[src/rtl/hpc_pulse_issuer.sv]
// hpc_pulse_issuer
//   Source-domain initiator for a handshake pulse synchronizer. Event strobes
//   are counted into a pending queue. Queued events are issued one at a time as
//   single-cycle pulses. A new pulse is issued only while the synchronizer's
//   busy is low, so no event is lost while a transfer is in flight.
//
// Parameters
//   CNT_W   width of the pending-event counter (saturates at 2^CNT_W-1)
//   TO_CYC  consecutive busy-high cycles in WAIT_DONE that raise timeout (4..65535)
//
// Ports
//   src_clkA  in   source-domain clock, rising edge
//   rstA      in   asynchronous active-low reset
//   ev_in     in   event strobe, one event per high cycle
//   hs_busy   in   synchronizer busy, same clock domain
//   err_clr   in   clears the overflow and timeout sticky flags
//   hs_pulse  out  registered single-cycle pulse to the synchronizer
//   pending   out  events queued and not yet issued
//   idle      out  FSM in IDLE with nothing pending
//   overflow  out  sticky, an event was dropped on a full queue
//   timeout   out  sticky, busy stayed high for TO_CYC cycles
module hpc_pulse_issuer #(
  parameter int CNT_W  = 4,
  parameter int TO_CYC = 64
) (
  input  logic             src_clkA,
  input  logic             rstA,
  input  logic             ev_in,
  input  logic             hs_busy,
  input  logic             err_clr,
  output logic             hs_pulse,
  output logic [CNT_W-1:0] pending,
  output logic             idle,
  output logic             overflow,
  output logic             timeout
);

  localparam int TCNT_W = $clog2(TO_CYC + 1);
  localparam logic [TCNT_W-1:0] TO_LIM = TCNT_W'(TO_CYC);
  localparam logic [CNT_W-1:0]  PMAX   = '1;

  typedef enum logic [1:0] {
    ST_IDLE      = 2'd0,
    ST_ISSUE     = 2'd1,
    ST_GUARD     = 2'd2,
    ST_WAIT_DONE = 2'd3
  } state_t;

  state_t             state_q, state_d;
  logic               pulse_q, pulse_d;
  logic [CNT_W-1:0]   pend_q, pend_d;
  logic               ovf_q, ovf_d;
  logic               to_q, to_d;
  logic [TCNT_W-1:0]  tcnt_q, tcnt_d;
  logic [TCNT_W-1:0]  tcnt_inc;
  logic               issue;
  logic               ovf_set;
  logic               to_set;

  assign tcnt_inc = tcnt_q + 1'b1;

  // FSM next state, pulse generation and timeout counting
  always_comb begin
    state_d = state_q;
    pulse_d = 1'b0;
    tcnt_d  = tcnt_q;
    issue   = 1'b0;
    to_set  = 1'b0;
    case (state_q)
      ST_IDLE: begin
        if ((pend_q != '0) && !hs_busy) begin
          issue   = 1'b1;
          pulse_d = 1'b1;
          state_d = ST_ISSUE;
        end
      end
      ST_ISSUE: begin
        state_d = ST_GUARD;
      end
      ST_GUARD: begin
        // The synchronizer raises busy one cycle after it samples the pulse,
        // so busy is not trusted here; start a fresh timeout window instead.
        tcnt_d  = '0;
        state_d = ST_WAIT_DONE;
      end
      ST_WAIT_DONE: begin
        if (!hs_busy) begin
          state_d = ST_IDLE;
        end else begin
          tcnt_d = tcnt_inc;
          if (tcnt_inc == TO_LIM) begin
            // Give up waiting; IDLE still refuses to issue while busy is high.
            to_set  = 1'b1;
            state_d = ST_IDLE;
          end
        end
      end
      default: state_d = ST_IDLE;
    endcase
  end

  // Pending counter: simultaneous accept and issue cancel out, even when full
  always_comb begin
    pend_d  = pend_q;
    ovf_set = 1'b0;
    if (ev_in && !issue) begin
      if (pend_q == PMAX) begin
        ovf_set = 1'b1;
      end else begin
        pend_d = pend_q + 1'b1;
      end
    end else if (!ev_in && issue) begin
      pend_d = pend_q - 1'b1;
    end
  end

  // Sticky flags: a same-cycle set wins over err_clr
  always_comb begin
    ovf_d = ovf_set | (ovf_q & ~err_clr);
    to_d  = to_set  | (to_q  & ~err_clr);
  end

  always_ff @(posedge src_clkA or negedge rstA) begin
    if (!rstA) begin
      state_q <= ST_IDLE;
      pulse_q <= 1'b0;
      pend_q  <= '0;
      ovf_q   <= 1'b0;
      to_q    <= 1'b0;
      tcnt_q  <= '0;
    end else begin
      state_q <= state_d;
      pulse_q <= pulse_d;
      pend_q  <= pend_d;
      ovf_q   <= ovf_d;
      to_q    <= to_d;
      tcnt_q  <= tcnt_d;
    end
  end

  assign hs_pulse = pulse_q;
  assign pending  = pend_q;
  assign overflow = ovf_q;
  assign timeout  = to_q;
  assign idle     = (state_q == ST_IDLE) && (pend_q == '0);

endmodule

[config.mk]
export PLATFORM = sky130hd
export DESIGN_NAME = hpc_pulse_issuer
export DESIGN_NICKNAME = d
export VERILOG_FILES = /design/src/rtl/hpc_pulse_issuer.sv
export SDC_FILE = /design/constraint.sdc
export NUM_CORES = 1
export LEC_CHECK = 0
export CAP_MARGIN = 20
export CORE_UTILIZATION = 56
export CTS_BUF_LIST = sky130_fd_sc_hd__clkbuf_16
export CTS_CLUSTER_DIAMETER = 150
export DETAILED_ROUTE_END_ITERATION = 10
export PLACE_DENSITY = 0.79
export RECOVER_POWER = 50
export SYNTH_ARGS = -nofsm -noshare
export SYNTH_HDL_FRONTEND = slang
export SYNTH_SLANG_ARGS = --single-unit
[constraint.sdc]
create_clock -name src_clkA -period 5.45 [get_ports src_clkA]
set_input_delay 1.09 -clock src_clkA [delete_from_list [all_inputs] [get_ports src_clkA]]
set_output_delay 1.09 -clock src_clkA [all_outputs]
set_load 0.02 [all_outputs]
==> flow_summary.json, run 1 <==
{
  "outcome": "finished clean",
  "fmax_mhz": 304,
  "grt_max_degree": 17,
  "top_layer": "met4",
  "vias_per_cell": 5.96,
  "ir_drop_mv": 0.322,
  "drtIter0Drc": 4,
  "crit_required_ps": 5620,
  "maxCapViolations": 0,
  "postLayoutCellArea_sq_mm": 0.00113,
  "place_inst": 115,
  "p_leak_nw": 0.473,
  "syn_area_sq_um": 913,
  "track_usage": 0.229,
  "synth.area.mux_share": 0.0274,
  "pre_cts_ws_ps": 2070,
  "core_area_sq_mm": 0.00151,
  "synth_commonest_cells": "dfrtp_1, o21ai_0, nand2_1",
  "yosys.area_share.simple": 0.197,
  "p_total_mw": 0.589,
  "synth-edff-count": 0,
  "endpoint_kind": "flip-flop",
  "antenna_found_initial": 0,
  "first_pass_iters": 4,
  "syn-num-nets": 99,
  "synthAdderAreaFrac": 0.104,
  "numPortBuffers": 12,
  "synth.top_cell.area_share": 0.438,
  "tritoncts": "done",
  "synth-xor-area-share": 0.0479,
  "wl_per_cell_um": 14.4,
  "antenna_cells": 0,
  "fin_hold_ws_ps": 540,
  "clkTransAtPathRegs_ps": 50,
  "synth_top_family_by_area": "simple AND/OR/NAND/NOR gates",
  "start_kind": "primary input",
  "fill_cells": 113,
  "met1Wirelength_um": 807,
  "hp-class": "flip-flop to flip-flop",
  "final_cells": 119,
  "vias": 709,
  "post-cts-setup-buffers": 0,
  "ys_warn_count": 0,
  "start_util": 0.606,
  "hold_viol": 0,
  "route.met2.wl_um": 786,
  "syn_inst": 87,
  "ctsResizeCount": 0,
  "wl_um": 1720,
  "grt_pass1_wl_um": 2980,
  "die_h_um": 42.4,
  "place_area_sq_mm": 0.00105,
  "die_x_um": 42.4,
  "fin_nets": 116,
  "place_hpwl_um": 1220,
  "hold_buffers": 0,
  "finalMaxSlewViolations": 0,
  "area_growth_syn_to_layout_pct": 24.0,
  "setup_viol": 0,
  "rows": 14,
  "final.setup.tns_ps": 0,
  "clk_latency_ps": 250,
  "final-seq-area_sq_um": 400,
  "syn_area_per_cell_sq_um": 10.5,
  "synth_cell_types": 34,
  "synthArstFlopShare": 1.00,
  "skew_ps": 1.71,
  "ios": 13,
  "synth_area_leaders": "dfrtp_1, ha_1, o21ai_0",
  "powerDensity_mw_per_mm2": 521,
  "drc": 0,
  "synth.largest_area_cell": "dfrtp_1",
  "met3_length_um": 65,
  "ant_nets": 0,
  "grt_setup_unrepaired": "no",
  "clockRootBuffer": "clkbuf_16",
  "synth-compound-area-share": 0.164,
  "ys_seq_area_frac": 0.438,
  "slew_headroom": 0.500,
  "dieArea_sq_mm": 0.00180,
  "finalCritPeriodShare": 0.604,
  "synth_seq_cells": 16,
  "htreeDepth": 1,
  "gp_congestion": 0.808,
  "crit_type": "primary input to flip-flop",
  "tightest_slew_ps": 747,
  "synth_top_flop_cell": "dfrtp_1",
  "grt_pass1_vias": 649,
  "multiInputGateArea_sq_um": 494,
  "cts_sinks": 16,
  "overflow": 0,
  "fin_util": 0.752,
  "fin_crit_ps": 3290,
  "cp_max_fo": 5,
  "cts_buffers": 3,
  "cp_data_arrival_time_ps": 3460,
  "drive_gt1_frac": 0.0971,
  "layout_setup_ws_ps": 2160,
  "clock_tree.buffer_depth": 2,
  "yosysMostFrequentCell": "dfrtp_1"
}
[cells in the final DEF (no fill, tap or decap), types with 2 or more instances in the layout]
cell type / n
inv_1: 5
o21ai_0: 8
dfrtp_1: 16
o211ai_1: 2
xor2_1: 3
nor2_1: 3
nand2b_1: 4
nand4_1: 4
nand2_1: 7
and2_0: 2
nand3_1: 2
o22ai_1: 2
dlygate4sd3_1: 2
xnor2_1: 2
clkbuf_16: 3
ha_1: 6
clkdlybuf4s50_1: 10
[sequential cells by signal, indices dropped and copies added (netlist names)]
register	flops
overflow	1
state_q	2
hs_pulse	1
tcnt_q	7
pending	4
timeout	1
[critical path: stages]
cell,delay (ps)
dlygate4sd3_1,580
nand2b_1,200
o21ai_0,490
ha_1,350
a21o_1,180
a21oi_1,180
mux2i_1,230
xor2_1,150
[metal layers]
layer	up-vias	track usage
li1	350	-
met3	8	0.0560
met5	-	0
met4	0	0.131
met1	332	0.313
met2	19	0.329
[logic make-up (layout without fill, tap and decap cells)]
group / count (synthesis) / in the layout
muxes: 2 / 2
and+or+nand+nor: 30 / 30
DFF: 16 / 16
AOI/OAI and AO/OA: 22 / 22
xor gates and xnor gates: 5 / 5
adders and majority gates: 7 / 7
buffers and inverters: 5 / 21
[cell type report]
type	count	share of cell area
sequential	16	0.354
multi-input combinational	66	0.436
clock buffer	3	0.0663
tap	16	0.0177
timing repair buffer	12	0.106
clock inverter	1	0.00331
inverter	5	0.0166
[path summary, 6_finish.rpt]
| kind | startpoint | end | slack [ps] | depth (start not counted) |
|---|---|---|---|---|
| max in group asynchronous | rstA | pending[0] | 3630 | 1 |
| worst max-delay path | hs_busy | pending[3] | 2160 | 8 |
| min in group asynchronous | rstA | hs_pulse | 1360 | 1 |
| worst max register to register | pending[0] | pending[3] | 2930 | 7 |
| worst min-delay path | state_q[0] | state_q[0] | 540 | 1 |
| worst min register to register | state_q[0] | state_q[0] | 540 | 1 |
[power breakdown]
part | switching [mW] | internal, mW
combinational | 0.127 | 0.124
sequential | 0.0435 | 0.153
clock | 0.0448 | 0.0973
No activity file was read; power rests on OpenSTA's default activity.
==> run 2: changes to the inputs <==
- CORE_UTILIZATION: 56 -> 47
- PLACE_DENSITY: 0.79 -> 0.7
- clock period: 5.45 -> 2.6 ns (I/O delays scaled with it)
==> flow_summary.json, run 2 (synthesis gave the netlist of run 1 again) <==
{
  "outcome": "finished clean",
  "grt_pass1_vias": 712,
  "critPathTopFamily": "simple AND/OR/NAND/NOR gates",
  "place_hpwl_um": 1420,
  "slew_headroom": 0.514,
  "overflow": 0,
  "grt_max_degree": 17,
  "hp-class": "flip-flop to flip-flop",
  "first_pass_iters": 4,
  "dieArea_sq_mm": 0.00212,
  "vias": 724,
  "crit_type": "flip-flop to primary output",
  "drtIter0Drc": 7,
  "cp_max_fo": 6,
  "tritoncts": "done",
  "numPortBuffers": 12,
  "vias_per_cell": 5.66,
  "die_h_um": 46.1,
  "cpPeakStageDelay_ps": 600,
  "cp_data_arrival_time_ps": 1920,
  "setup_viol": 0,
  "place_area_sq_mm": 0.00107,
  "hold_viol": 0,
  "clk_latency_ps": 240,
  "drive_gt1_frac": 0.107,
  "grt_setup_unrepaired": "no",
  "ir_drop_mv": 0.517,
  "drc": 0,
  "finalMaxSlewViolations": 0,
  "track_usage": 0.212,
  "final_cell_mix": "dfrtp_1, clkdlybuf4s50_1, o21ai_0",
  "critical_path.cell_chain": "nor4_4, and2_1, clkdlybuf4s50_1",
  "pre_cts_ws_ps": 95.7,
  "postLayoutCellArea_sq_mm": 0.00116,
  "slowest_stage": "clkdlybuf4s50_1",
  "gp_congestion": 0.824,
  "final.setup.tns_ps": 0,
  "largest-register": "tcnt_q",
  "tightest_slew_ps": 726,
  "powerDensity_mw_per_mm2": 1080,
  "endpoint_kind": "primary output",
  "finalCritPeriodShare": 0.937,
  "clockRootBuffer": "clkbuf_16",
  "clock_tree.buffer_depth": 2,
  "core_area_sq_mm": 0.00178,
  "fmax_mhz": 411,
  "crit_required_ps": 2080,
  "start_util": 0.512,
  "start_kind": "flip-flop",
  "antenna_found_initial": 0,
  "die_x_um": 46.1,
  "final_common_cell": "dfrtp_1",
  "fin_hold_ws_ps": 529,
  "grt_pass1_wl_um": 3160,
  "p_leak_nw": 0.479,
  "layout_setup_ws_ps": 164,
  "antenna_cells": 0,
  "largest_reg_flops": 7,
  "wl_um": 1880,
  "wl_per_cell_um": 14.7,
  "area_growth_syn_to_layout_pct": 26.6,
  "fin_crit_ps": 2440,
  "fin_nets": 117,
  "cts_buffers": 3,
  "rows": 15,
  "clkTransAtPathRegs_ps": 50,
  "cts_sinks": 16,
  "ios": 13,
  "skew_ps": 2.44,
  "path_buf_inv": 1,
  "maxCapViolations": 0,
  "ant_nets": 0,
  "htreeDepth": 1
}
run 2: tightest hold or removal path: cells and delay by family, from the launching register on:
kind / cells / cell delay, ps
compound gates: 1 / 60
buf+inv: 1 / 50
flops: 1 / 370
run 2: stage by stage:
step	utilization	std cells	power [mW]
after floorplan	-	87	0.759
after global placement	0.601	125	0.924
after detailed placement	0.601	125	0.948
after CTS	0.644	128	1.24
after global routing	0.648	128	1.34
final	0.648	128	1.25
run 2: repair_timing:
action | CTS | global route
endpoints found under the setup margin | 0 | 1
resized for setup | 0 | 1
hold buffers | 0 | 0
setup buffers | 0 | 0
run 2: final cells by class:
type / instances / area, sq um
Fill cell: 148 / 627
Tap cell: 25 / 31.3
Timing Repair Buffer: 13 / 128
Sequential cell: 16 / 400
Inverter: 5 / 18.8
Multi-Input combinational cell: 66 / 503
Clock buffer: 3 / 75.1
run 2: worst paths after layout:
kind / start / end / slack [ps] / cells past startpoint
worst min-delay path: overflow / overflow / 530 / 2
min in group asynchronous: rstA / hs_pulse / 780 / 1
worst min register to register: overflow / overflow / 530 / 2
max in group asynchronous: rstA / tcnt_q[6] / 1360 / 1
worst max-delay path: pending[0] / idle / 160 / 3
worst max register to register: pending[0] / pending[3] / 400 / 7
run 2: per-layer routing:
layer  up-vias  routed length (um)  global-route usage
met4         0                  51               0.118
met2        23                 949               0.349
met3         6                  76              0.0431
li1        350                   -                   -
met1       345                 805               0.257
met5         -                   0                   0
run 2: where the power goes:
group / switching (mW) / internal, mW
clock network: 0.0874 / 0.201
registers: 0.100 / 0.321
logic: 0.273 / 0.264
==> run 3: changes to the inputs <==
- SETUP_SLACK_MARGIN: default -> 0.1
- SKIP_LAST_GASP: default -> 1
==> flow_summary.json, run 3 (synthesis gave the netlist of run 1 again) <==
{
  "drive_gt1_frac": 0.115,
  "track_usage": 0.212,
  "tightest_slew_ps": 728,
  "ff2ff_setup_slack_ps": 440,
  "crit_required_ps": 2080,
  "die_x_um": 46.1,
  "core_area_sq_mm": 0.00178,
  "finalCritPeriodShare": 0.920,
  "cp_max_fo": 6,
  "grt_setup_unrepaired": "no",
  "gp_congestion": 0.824,
  "pwr-share-clk": 0.231,
  "gr-usage-met2": 0.349,
  "endpoint_kind": "primary output",
  "area_growth_syn_to_layout_pct": 27.4,
  "clockRootBuffer": "clkbuf_16",
  "grt_pass1_wl_um": 3160,
  "start_kind": "flip-flop",
  "clk_latency_ps": 240,
  "hp-class": "flip-flop to flip-flop",
  "ios": 13,
  "final_cell_mix": "dfrtp_1, clkdlybuf4s50_1, o21ai_0",
  "swShare": 0.369,
  "use_met1": 0.257,
  "maxCapViolations": 0,
  "vias_per_cell": 5.66,
  "outcome": "finished clean",
  "slowest_stage": "clkdlybuf4s50_1",
  "overflow": 0,
  "grt_max_degree": 17,
  "reg2reg_depth": 7,
  "largest-register": "tcnt_q",
  "skew_ps": 1.61,
  "tritoncts": "done",
  "fill_cells": 147,
  "antenna_cells": 0,
  "start_util": 0.512,
  "fin_crit_ps": 2390,
  "antenna_found_initial": 0,
  "cts_buffers": 3,
  "multiInputGateArea_sq_um": 503,
  "ant_nets": 0,
  "clkTransAtPathRegs_ps": 50,
  "numPortBuffers": 12,
  "crit_type": "flip-flop to primary output",
  "fmax_mhz": 418,
  "slew_headroom": 0.513,
  "p_comb_frac": 0.432,
  "fin_nets": 118,
  "p_leak_nw": 0.484,
  "min_to": "overflow",
  "drtIter0Drc": 7,
  "wl_um": 1880,
  "p_int_mw": 0.790,
  "crit-reg2reg-launch": "pending[1]",
  "cts_sinks": 16,
  "powerDensity_mw_per_mm2": 1080,
  "place_hpwl_um": 1420,
  "first_pass_iters": 4,
  "vias": 730,
  "hold_buffers": 0,
  "final-seq-area_sq_um": 400,
  "met3_usage": 0.0431,
  "min-delay-start": "overflow",
  "hold_depth": 2,
  "rows": 15,
  "cpPeakStageDelay_ps": 600,
  "p_switching_mw": 0.462,
  "r2r-end": "pending[3]",
  "clock_tree.buffer_depth": 2,
  "htreeDepth": 1,
  "final.setup.tns_ps": 0,
  "die_h_um": 46.1,
  "seq_power_share": 0.336,
  "largest_reg_flops": 7,
  "critical_path.cell_chain": "nor4_4, and2_1, clkdlybuf4s50_1",
  "p_total_mw": 1.25,
  "dieArea_sq_mm": 0.00212,
  "grt.busiest_layer": "met2",
  "ir_drop_mv": 0.518,
  "drc": 0,
  "fin_hold_ws_ps": 532,
  "wl_per_cell_um": 14.6,
  "finalMaxSlewViolations": 0,
  "final_common_cell": "dfrtp_1",
  "grt_pass1_vias": 716,
  "cp_data_arrival_time_ps": 1870,
  "setup_viol": 0,
  "hold_viol": 0
}
==> run 3: changes by cell type in the layout (fill, tap and decap cells not counted), sizes merged <==
cell  change
buf       +1
==> run 3: power by group through the flow <==
stage | Sequential [mW] | Clock, mW | Combinational, mW
after floorplan | 0.449 | 0 | 0.310
after global placement | 0.410 | 0 | 0.514
final | 0.421 | 0.290 | 0.541
after CTS | 0.422 | 0.294 | 0.539
after detailed placement | 0.413 | 0 | 0.534
after global routing | 0.434 | 0.305 | 0.601
==> run 3: cell type report <==
type | instances | share of cell area
clock buffer | 3 | 0.0645
inverter | 5 | 0.0161
multi-input combinational | 66 | 0.432
sequential | 16 | 0.344
tap | 25 | 0.0269
timing repair buffer | 14 | 0.116
==> run 3: worst max-delay path: cells and delay by family (launching register included) <==
kind	cells	cell delay (ps)
AND/OR/NAND/NOR	2	560
buffers and inverters	1	600
flip-flops	1	470
==> run 3: what timing repair did <==
item                                    in CTS  in global routing
resized for setup                            1                  0
setup buffers                                0                  1
pin swaps                                    0                  1
endpoints found under the setup margin       1                  1
==> run 3: metal layers <==
layer,vias up,routed length (um)
li1,352,-
met1,345,804
met2,25,934
met3,8,80
met4,0,64
met5,-,0
==> run 3: worst max-delay path by stage <==
stage / from / to / slack (ps) / depth (start not counted)
CTS: pending[0] / idle / 140 / 3
detailed placement: hs_busy / pending[3] / 100 / 8
global route: pending[1] / idle / 120 / 3
finish: pending[1] / idle / 210 / 3
global placement: hs_busy / pending[3] / 190 / 8
floorplan: pending[0] / pending[3] / 280 / 7
==> run 3: through the flow <==
stage	setup slack (ps)	utilization	cells	cell area (sq um)
4_1_cts	140	0.648	128	1160
6_report	209	0.653	129	1160
3_3_place_gp	194	0.601	125	1070
2_1_floorplan	278	-	87	913
5_1_grt	118	0.653	129	1160
3_5_place_dp	95.7	0.601	125	1070
